--- config.mk ---
export PLATFORM = sky130hd
export DESIGN_NAME = tl_monitor
export DESIGN_NICKNAME = d
export VERILOG_FILES = /design/src/rtl/tlm_pkg.sv /design/src/rtl/tlm_road.sv /design/src/rtl/tl_monitor.sv
export SDC_FILE = /design/constraint.sdc
export NUM_CORES = 1
export LEC_CHECK = 0
export CAP_MARGIN = 30
export CORE_MARGIN = 2
export CORE_UTILIZATION = 50
export DETAILED_ROUTE_END_ITERATION = 7
export GPL_ROUTABILITY_DRIVEN = 1
export PLACE_DENSITY = 0.79
export SLEW_MARGIN = 20
export SYNTH_ARGS = -nofsm -noshare
export SYNTH_HDL_FRONTEND = slang
export SYNTH_SLANG_ARGS = --single-unit
--- constraint.sdc ---
create_clock -name clk -period 2.3 [get_ports clk]
set_clock_uncertainty 0.15 [all_clocks]
set_input_delay 0.23 -clock clk [delete_from_list [all_inputs] [get_ports clk]]
set_output_delay 0.23 -clock clk [all_outputs]
set_load 0.05 [all_outputs]
--- src/rtl/tlm_pkg.sv ---
// Traffic-light monitor shared types: light codes, lamp patterns, road states.
// Used by the RTL and by the controller bench.
package tlm_pkg;

  localparam logic [1:0] C_G = 2'b00;
  localparam logic [1:0] C_Y = 2'b01;
  localparam logic [1:0] C_L = 2'b10;
  localparam logic [1:0] C_R = 2'b11;

  localparam logic [3:0] LAMP_G = 4'b0001;
  localparam logic [3:0] LAMP_Y = 4'b0010;
  localparam logic [3:0] LAMP_L = 4'b0100;
  localparam logic [3:0] LAMP_R = 4'b1000;

  typedef enum logic [2:0] {
    S_UNSYNC = 3'd0,
    S_RED    = 3'd1,
    S_GRN    = 3'd2,
    S_Y1     = 3'd3,
    S_LFT    = 3'd4,
    S_Y2     = 3'd5
  } road_st_t;

  function automatic road_st_t resync(input logic [1:0] code);
    unique case (code)
      C_R:     resync = S_RED;
      C_G:     resync = S_GRN;
      default: resync = S_UNSYNC;
    endcase
  endfunction

  function automatic logic [3:0] lamp_of(input logic [1:0] code);
    unique case (code)
      C_G:     lamp_of = LAMP_G;
      C_Y:     lamp_of = LAMP_Y;
      C_L:     lamp_of = LAMP_L;
      default: lamp_of = LAMP_R;
    endcase
  endfunction

endpackage

--- src/rtl/tlm_road.sv ---
// Per-road sequence tracker and one-hot lamp decoder.
// err_nxt/cyc_nxt are the unregistered next-cycle pulses for the top level.
module tlm_road
  import tlm_pkg::*;
(
  input  logic       clk,
  input  logic       reset,
  input  logic [1:0] code,
  output logic [3:0] lamp,
  output logic       seq_err,
  output logic       err_nxt,
  output logic       cyc_nxt
);

  road_st_t state;
  road_st_t state_nxt;

  always_comb begin
    state_nxt = state;
    err_nxt   = 1'b0;
    cyc_nxt   = 1'b0;
    unique case (state)
      S_UNSYNC: state_nxt = resync(code);
      S_RED: begin
        if (code == C_G) state_nxt = S_GRN;
        else if (code != C_R) err_nxt = 1'b1;
      end
      S_GRN: begin
        if (code == C_Y) state_nxt = S_Y1;
        else if (code != C_G) err_nxt = 1'b1;
      end
      S_Y1: begin
        if (code == C_L) state_nxt = S_LFT;
        else if (code != C_Y) err_nxt = 1'b1;
      end
      S_LFT: begin
        if (code == C_Y) state_nxt = S_Y2;
        else if (code != C_L) err_nxt = 1'b1;
      end
      S_Y2: begin
        if (code == C_R) begin
          state_nxt = S_RED;
          cyc_nxt   = 1'b1;
        end else if (code != C_Y) begin
          err_nxt = 1'b1;
        end
      end
      default: state_nxt = S_UNSYNC;
    endcase
    // an illegal move drops the tracker back onto whatever the code implies
    if (err_nxt) state_nxt = resync(code);
  end

  always_ff @(posedge clk) begin
    if (reset) begin
      state   <= S_UNSYNC;
      lamp    <= LAMP_R;
      seq_err <= 1'b0;
    end else begin
      state   <= state_nxt;
      lamp    <= lamp_of(code);
      seq_err <= err_nxt;
    end
  end

endmodule

--- src/rtl/tl_monitor.sv ---
// Two-road traffic-light monitor: lamp decode, sequence/conflict checks.
// Define TLM_CYCLE_CNT_EN to build the completed road-A cycle counter.
module tl_monitor
  import tlm_pkg::*;
#(
  parameter int CNT_W = 8
) (
  input  logic             clk,
  input  logic             reset,
  input  logic [1:0]       La,
  input  logic [1:0]       Lb,
  input  logic             clr_err,
  output logic [3:0]       lamp_a,
  output logic [3:0]       lamp_b,
  output logic             seq_err_a,
  output logic             seq_err_b,
  output logic             conflict,
  output logic             err_sticky,
  output logic [CNT_W-1:0] cycle_cnt
);

  logic err_a;
  logic err_b;
  logic cyc_a;
  logic cyc_b;
  logic conf_nxt;
  logic err_any;

  tlm_road u_road_a (
    .clk     (clk),
    .reset   (reset),
    .code    (La),
    .lamp    (lamp_a),
    .seq_err (seq_err_a),
    .err_nxt (err_a),
    .cyc_nxt (cyc_a)
  );

  tlm_road u_road_b (
    .clk     (clk),
    .reset   (reset),
    .code    (Lb),
    .lamp    (lamp_b),
    .seq_err (seq_err_b),
    .err_nxt (err_b),
    .cyc_nxt (cyc_b)
  );

  assign conf_nxt = (La != C_R) && (Lb != C_R);
  assign err_any  = err_a | err_b | conf_nxt;

  // a fresh error outranks a clear arriving in the same cycle
  always_ff @(posedge clk) begin
    if (reset) begin
      conflict   <= 1'b0;
      err_sticky <= 1'b0;
    end else begin
      conflict <= conf_nxt;
      if (err_any) err_sticky <= 1'b1;
      else if (clr_err) err_sticky <= 1'b0;
    end
  end

`ifdef TLM_CYCLE_CNT_EN
  logic unused_cyc;
  assign unused_cyc = cyc_b;

  always_ff @(posedge clk) begin
    if (reset) begin
      cycle_cnt <= '0;
    end else if (cyc_a && (cycle_cnt != '1)) begin
      cycle_cnt <= cycle_cnt + 1'b1;
    end
  end
`else
  logic unused_cyc;
  assign unused_cyc = cyc_a ^ cyc_b;
  assign cycle_cnt  = '0;
`endif

endmodule

==> results of run 1 <==
[routing by layer]
metal  track usage (%)  share of wire [%]
met1              27.1                 46
met2              36.7                 47
met3              4.10                6.2
met4              4.17               0.67
met5                 0                  0
[synth_stat cells, types with 2 or more instances]
cell / number
sky130_fd_sc_hd__clkbuf_1: 2
sky130_fd_sc_hd__nor3_1: 3
sky130_fd_sc_hd__a31oi_1: 3
sky130_fd_sc_hd__a211oi_1: 4
sky130_fd_sc_hd__o21ai_0: 3
sky130_fd_sc_hd__or2_2: 2
sky130_fd_sc_hd__o31ai_1: 2
sky130_fd_sc_hd__buf_2: 4
sky130_fd_sc_hd__or4b_4: 2
sky130_fd_sc_hd__nor3b_1: 3
sky130_fd_sc_hd__inv_1: 11
sky130_fd_sc_hd__ha_1: 10
sky130_fd_sc_hd__o21a_1: 2
sky130_fd_sc_hd__dfxtp_1: 18
sky130_fd_sc_hd__or3_1: 2
sky130_fd_sc_hd__nand2b_1: 4
sky130_fd_sc_hd__buf_4: 9
sky130_fd_sc_hd__nor2_1: 11
sky130_fd_sc_hd__a21oi_2: 3
sky130_fd_sc_hd__a21oi_1: 7
sky130_fd_sc_hd__nor2b_1: 7
sky130_fd_sc_hd__nand2_1: 3
sky130_fd_sc_hd__mux2i_1: 4
[area by class of cell]
| cell class | instances | area [um^2] |
|---|---|---|
| Clock buffer | 4 | 36.3 |
| Fill cell | 211 | 816 |
| Inverter | 12 | 45.0 |
| Multi-Input combinational cell | 105 | 777 |
| Sequential cell | 18 | 360 |
| Tap cell | 30 | 37.5 |
| Timing Repair Buffer | 42 | 360 |
[power by group]
part / total, mW / switching [mW] / internal [mW]
Sequential: 0.416 / 0.0565 / 0.360
Clock: 0.200 / 0.103 / 0.0967
Combinational: 0.692 / 0.383 / 0.309
[tightest hold or removal path: stages, from the launching register on]
cell	delay, ps
sky130_fd_sc_hd__dfxtp_1	330
sky130_fd_sc_hd__a21oi_1	130
sky130_fd_sc_hd__a31oi_1	90
[kinds of logic (layout without fill, tap and decap cells)]
| family | Yosys count | count (layout) | synth area share (%) |
|---|---|---|---|
| AND/OR/NAND/NOR | 45 | 45 | 22.6 |
| AO/OA/AOI/OAI | 37 | 37 | 22.8 |
| buffers and inverters | 28 | 58 | 12.0 |
| flip-flops | 18 | 18 | 28.5 |
| adder cells (fa/ha/maj) | 10 | 10 | 9.91 |
| multiplexers | 4 | 4 | 3.17 |
| other | 1 | 8 | 0.297 |
| XOR/XNOR | 1 | 1 | 0.694 |
[worst max-delay path by stage]
stage | start | endpoint | slack, ps | cells after the start
finish | Lb[0] | u_road_b.state[1] | 170 | 8
CTS | La[0] | u_road_a.state[1] | 190 | 8
global route | Lb[1] | u_road_b.state[1] | 10 | 7
global placement | La[0] | u_road_a.state[1] | -90 | 8
floorplan | La[0] | u_road_a.state[1] | 390 | 7
detailed placement | Lb[0] | u_road_b.state[1] | -140 | 8
[through the flow]
step | hold slack, ps | total power, mW | TNS (ps)
after detailed placement | 401 | 1.10 | -574
after global placement | 394 | 1.08 | -211
after CTS | 420 | 1.30 | 0
after floorplan | 330 | 0.894 | 0
final | 428 | 1.31 | 0
after global routing | 488 | 1.38 | 0
[layout by cell type (no fill, tap or decap), types with 4 or more instances in the layout]
cell type	n
sky130_fd_sc_hd__a21oi_1	7
sky130_fd_sc_hd__clkdlybuf4s50_1	18
sky130_fd_sc_hd__nand2b_1	4
sky130_fd_sc_hd__buf_4	24
sky130_fd_sc_hd__mux2i_1	4
sky130_fd_sc_hd__inv_1	11
sky130_fd_sc_hd__nor2b_1	7
sky130_fd_sc_hd__conb_1	8
sky130_fd_sc_hd__ha_1	10
sky130_fd_sc_hd__dfxtp_1	18
sky130_fd_sc_hd__a211oi_1	4
sky130_fd_sc_hd__nor2_1	11
[flip-flops by register name, summed over array words and instances (netlist names)]
register          cells
u_road_a.lamp         4
u_road_b.lamp         4
u_road_a.state        3
u_road_b.state        3
conflict              1
err_sticky            1
u_road_a.seq_err      1
u_road_b.seq_err      1
==> metrics, run 1 <==
Area contributors post-synth sky130_fd_sc_hd__dfxtp_1 29%, sky130_fd_sc_hd__ha_1 9.9%, sky130_fd_sc_hd__buf_4 5.4%; number of cell instances on the worst register-to-register path 5; first-pass GRT wire length 4560 um; reg-to-reg critical path startpoint u_road_b.state[2]; RSZ-0062 raised after global routing false; number of distinct library cells after synthesis between 40 and 50; hold buffer count at cts 0; Die Height 54.3 um; vias in the first global route around 1.0k; max-slew violations 0; Final Wtd Congestion 0.921; status finished, final reports clean; count of nets after finishing 199; peak per-stage delay on the critical path 520 ps; Worst Min Path Start err_sticky; final cell utilization of the core around two thirds; GRT Resource Usage Total a little over a fifth; post-placement setup slack -143 ps; number of clock sinks 18; CP Max Fanout 4; Gate Count Post-Synth about 140; series of cell instances along the critical path clkdlybuf4s50_1, inv_1, ha_1, or4b_4, a21oi_2, a221oi_2, a221oi_1, a311oi_1; cell taking the most area after synthesis sky130_fd_sc_hd__dfxtp_1; end of the worst hold path err_sticky; HP Class flop to flop; share of layout cells above drive strength 1 between 20% and 30%; pin count of the biggest net entering global routing 13; CTS tree done; Core Box Area about 0.0024 mm^2; 1st-pass router iterations 4; top flip-flop cell by instance count after synthesis sky130_fd_sc_hd__dfxtp_1; post-CTS setup buffers 0; count of flip-flops with a built-in enable after synthesis 0; final worst slack 170 ps; std cell rows 18; internal reg-to-reg setup slack ~300 ps; Iter 0 DRT Violations 50; Async SR Flop Fraction 0%; critical register-to-register path endpoint u_road_b.state[1]; post-detailed-placement half-perimeter wirelength about 2200 um; CP startpoint kind input port; endpoints failing hold 0; worst ir drop on vdd around 0.66 mV; Initial Utilization slightly above 50%; total clock buffers created by CTS 3; leakage power summed over all cells around 0.68 nW; Yosys reg bits 18; Vias/cell between 5 and 6; gr ovfl total 0; Clock Tree Buf Depth 2; Clock Root Buffer sky130_fd_sc_hd__clkbuf_4; syn avg cell area 8.77 um^2; cell count of the worst hold path 2; clock network latency to the later pin of the worst-skew pair 300 ps; post-cts repair resize count 0; maximum frequency from static timing analysis ~470 MHz; Slew HR 66.5%; CP Capture Type flop; placed insts 207; number of port buffers 18; worst slew pin tran ~500 ps; final worst path period need about 2100 ps; area fraction of the dominant cell type after synthesis between 20 and 30%; Setup Viol. Count Final 0; netlist area before placement 0.00126 mm^2; H-tree level count 1; horizontal extent of the die 54.3 um; number of max-capacitance violations reported 0; combined buffer and inverter count along the critical path 2; critical path type input port to flop; I/O pin cnt 27; Worst-path clk slew between 100 and 150 ps; Finished Layout Cells between 200 and 250; post-detailed-placement cell area 0.00158 mm^2; P&R area growth vs syn 28.0%; critical path arrival approximately 2200 ps; antenna diode count 0; required time of the worst setup path between 2000 and 2500 ps; cell with the largest stage delay on the worst path sky130_fd_sc_hd__clkdlybuf4s50_1; average detailed-routed wire length per instance 13.4 um; post-route fraction of the period consumed by the critical path roughly 93%; full die area about 0.003 mm^2; post-synthesis sequential area ratio around 29%; aggregate routed wire length around 2800 um; number of synthesis warnings 0; antenna-violating nets left 0; Remaining DRCs 0; power density of the placed cells 809 mW/mm^2; number of antenna violations at the first check in global routing 0; post-layout instance area between 0.0015 and 0.002 mm^2; CP top delay family compound AO/OA/AOI/OAI gates; detailed-route via count between 1k and 1.5k
(Power assumes the default switching activity.)
==> inputs of run 2 (changes only) <==
==> constraint.sdc (replaced) <==
create_clock -name clk -period 2.3 [get_ports clk]
set_clock_uncertainty 0.15 [all_clocks]
set_input_delay 0.23 -clock clk [delete_from_list [all_inputs] [get_ports clk]]
set_output_delay 0.23 -clock clk [all_outputs]
set_load 0.1 [all_outputs]
==> run 2 against run 1 <==
Effect of this change: maximum frequency up 1.1%; critical path type unchanged; wire length down 2.0%; clock power about the same; setup slack better by 23 ps; clock-buffer cell count unchanged; largest power group unchanged; highest routed layer unchanged; first-iteration DRC count down 16%.
==> metrics, run 2 (same netlist as run 1, synthesis figures left out) <==
Remaining DRCs 0; average detailed-routed wire length per instance around 13 um; pin count of the biggest net entering global routing 14; combined buffer and inverter count along the critical path 2; antenna diode count 0; post-CTS setup buffers 0; Clock Root Buffer sky130_fd_sc_hd__clkbuf_4; power density of the placed cells 880 mW/mm^2; post-detailed-placement half-perimeter wirelength roughly 2200 um; internal reg-to-reg setup slack 320 ps; final worst path period need 2110 ps; Regs by FF count u_road_a.lamp x4, u_road_b.lamp x4; worst setup path startpoint La[0]; crit path capture u_road_a.state[1]; max-slew violations 0; clock network latency to the later pin of the worst-skew pair around 310 ps; placed insts about 210; horizontal extent of the die between 50 and 60 um; CP Max Fanout 4; full die area 0.00294 mm^2; first-pass GRT wire length between 4000 and 5000 um; final cell utilization of the core 64.9%; gr ovfl total 0; required time of the worst setup path ~2400 ps; CTS tree done; post-detailed-placement cell area between 0.0015 and 0.002 mm^2; total clock buffers created by CTS 3; number of cell instances on the worst register-to-register path 5; Core Box Area between 0.002 and 0.0025 mm^2; share of layout cells above drive strength 1 between 20% and 30%; status finished, final reports clean; post-cts repair resize count 0; Final Wtd Congestion around 0.94; GRT Resource Usage Total ~22%; cell count of the worst hold path 2; std cell rows 18; post-route fraction of the period consumed by the critical path roughly nine tenths; critical path type input port to flop; Finished Layout Cells 210; number of antenna violations at the first check in global routing 0; worst ir drop on vdd a little over 0.6 mV; P&R area growth vs syn 25.1%; post-route total power 1.39 mW; fill cell instance count of the final layout just over 200; post-placement setup slack -137 ps; detailed-route via count roughly 1.1k; HP Class flop to flop; critical register-to-register path endpoint u_road_b.state[1]; number of max-capacitance violations reported 0; critical path arrival ~2200 ps; Setup Viol. Count Final 0; CP startpoint kind input port; aggregate routed wire length ~2800 um; CP Capture Type flop; most common library cell in the layout ignoring fill and taps sky130_fd_sc_hd__buf_4; series of cell instances along the critical path clkdlybuf4s50_1, inv_1, ha_1, or4b_4, a21oi_2, nor3_2, a2111oi_4, a211oi_1; post-route setup TNS 0 ps; number of port buffers 18; endpoints failing hold 0; Initial Utilization between 50 and 60%; cell with the largest stage delay on the worst path sky130_fd_sc_hd__clkdlybuf4s50_1; peak per-stage delay on the critical path 490 ps; Iter 0 DRT Violations 42; post-layout instance area 0.00158 mm^2; vias in the first global route about 1.1k; reg-to-reg critical path startpoint u_road_b.state[2]; maximum frequency from static timing analysis ~470 MHz; number of clock sinks 18; Clock Tree Buf Depth 2; leakage power summed over all cells slightly below 0.7 nW; antenna-violating nets left 0; RSZ-0062 raised after global routing false; Vias/cell 5.46; Die Height 54.3 um; number of logic stages on the critical path including buffering 8; H-tree level count 1; I/O pin cnt 27; CP top delay family simple AND/OR/NAND/NOR gates; worst slack on hold paths 456 ps; final worst slack between 150 and 200 ps; leading cell types in the layout, fill and taps excluded 35 x sky130_fd_sc_hd__buf_4, 18 x sky130_fd_sc_hd__dfxtp_1, 11 x sky130_fd_sc_hd__inv_1, 11 x sky130_fd_sc_hd__nor2_1, 10 x sky130_fd_sc_hd__ha_1; hold buffer count at cts 0; count of nets after finishing 198; 1st-pass router iterations 4; Worst-path clk slew 110 ps
==> run 2: cell count changes in the layout (fill, tap and decap cells not counted), sizes merged <==
cell           previous run  this run
buf                      24        35
clkdlybuf4s50            18         6
==> run 2: cell type report <==
class | count | area [um^2] | area share [%]
well taps | 30 | 37.5 | 2.38
repair buffers | 41 | 323 | 20.4
multi-input cells | 105 | 777 | 49.2
flip-flops and latches | 18 | 360 | 22.8
clock buffers | 4 | 36.3 | 2.30
inverters | 12 | 45.0 | 2.85
==> run 2: worst min path at each step <==
stage / start / end / slack (ps)
final: err_sticky / err_sticky / 460
after global placement: err_sticky / err_sticky / 400
after detailed placement: err_sticky / err_sticky / 460
after global routing: err_sticky / err_sticky / 530
after CTS: err_sticky / err_sticky / 480
after floorplan: La[0] / u_road_a.lamp[1] / 330
==> run 2: tightest hold or removal path, cell delays in order (launching register included) <==
cell,delay [ps]
sky130_fd_sc_hd__dfxtp_1,330
sky130_fd_sc_hd__a21oi_1,140
sky130_fd_sc_hd__a31oi_1,90
==> run 2: metal layers <==
metal  global-route usage, %  vias to the layer above  routed length, um
met5                       0                        -                  0
li1                        -                      561                  -
met4                    10.8                        0                 43
met2                    34.1                       49               1310
met3                    4.64                        6                203
met1                    28.0                      530               1210
==> run 2: power by group <==
part | internal, mW | switching (mW)
registers | 0.360 | 0.0633
logic | 0.293 | 0.472
clock network | 0.0968 | 0.105
total | 0.750 | 0.640
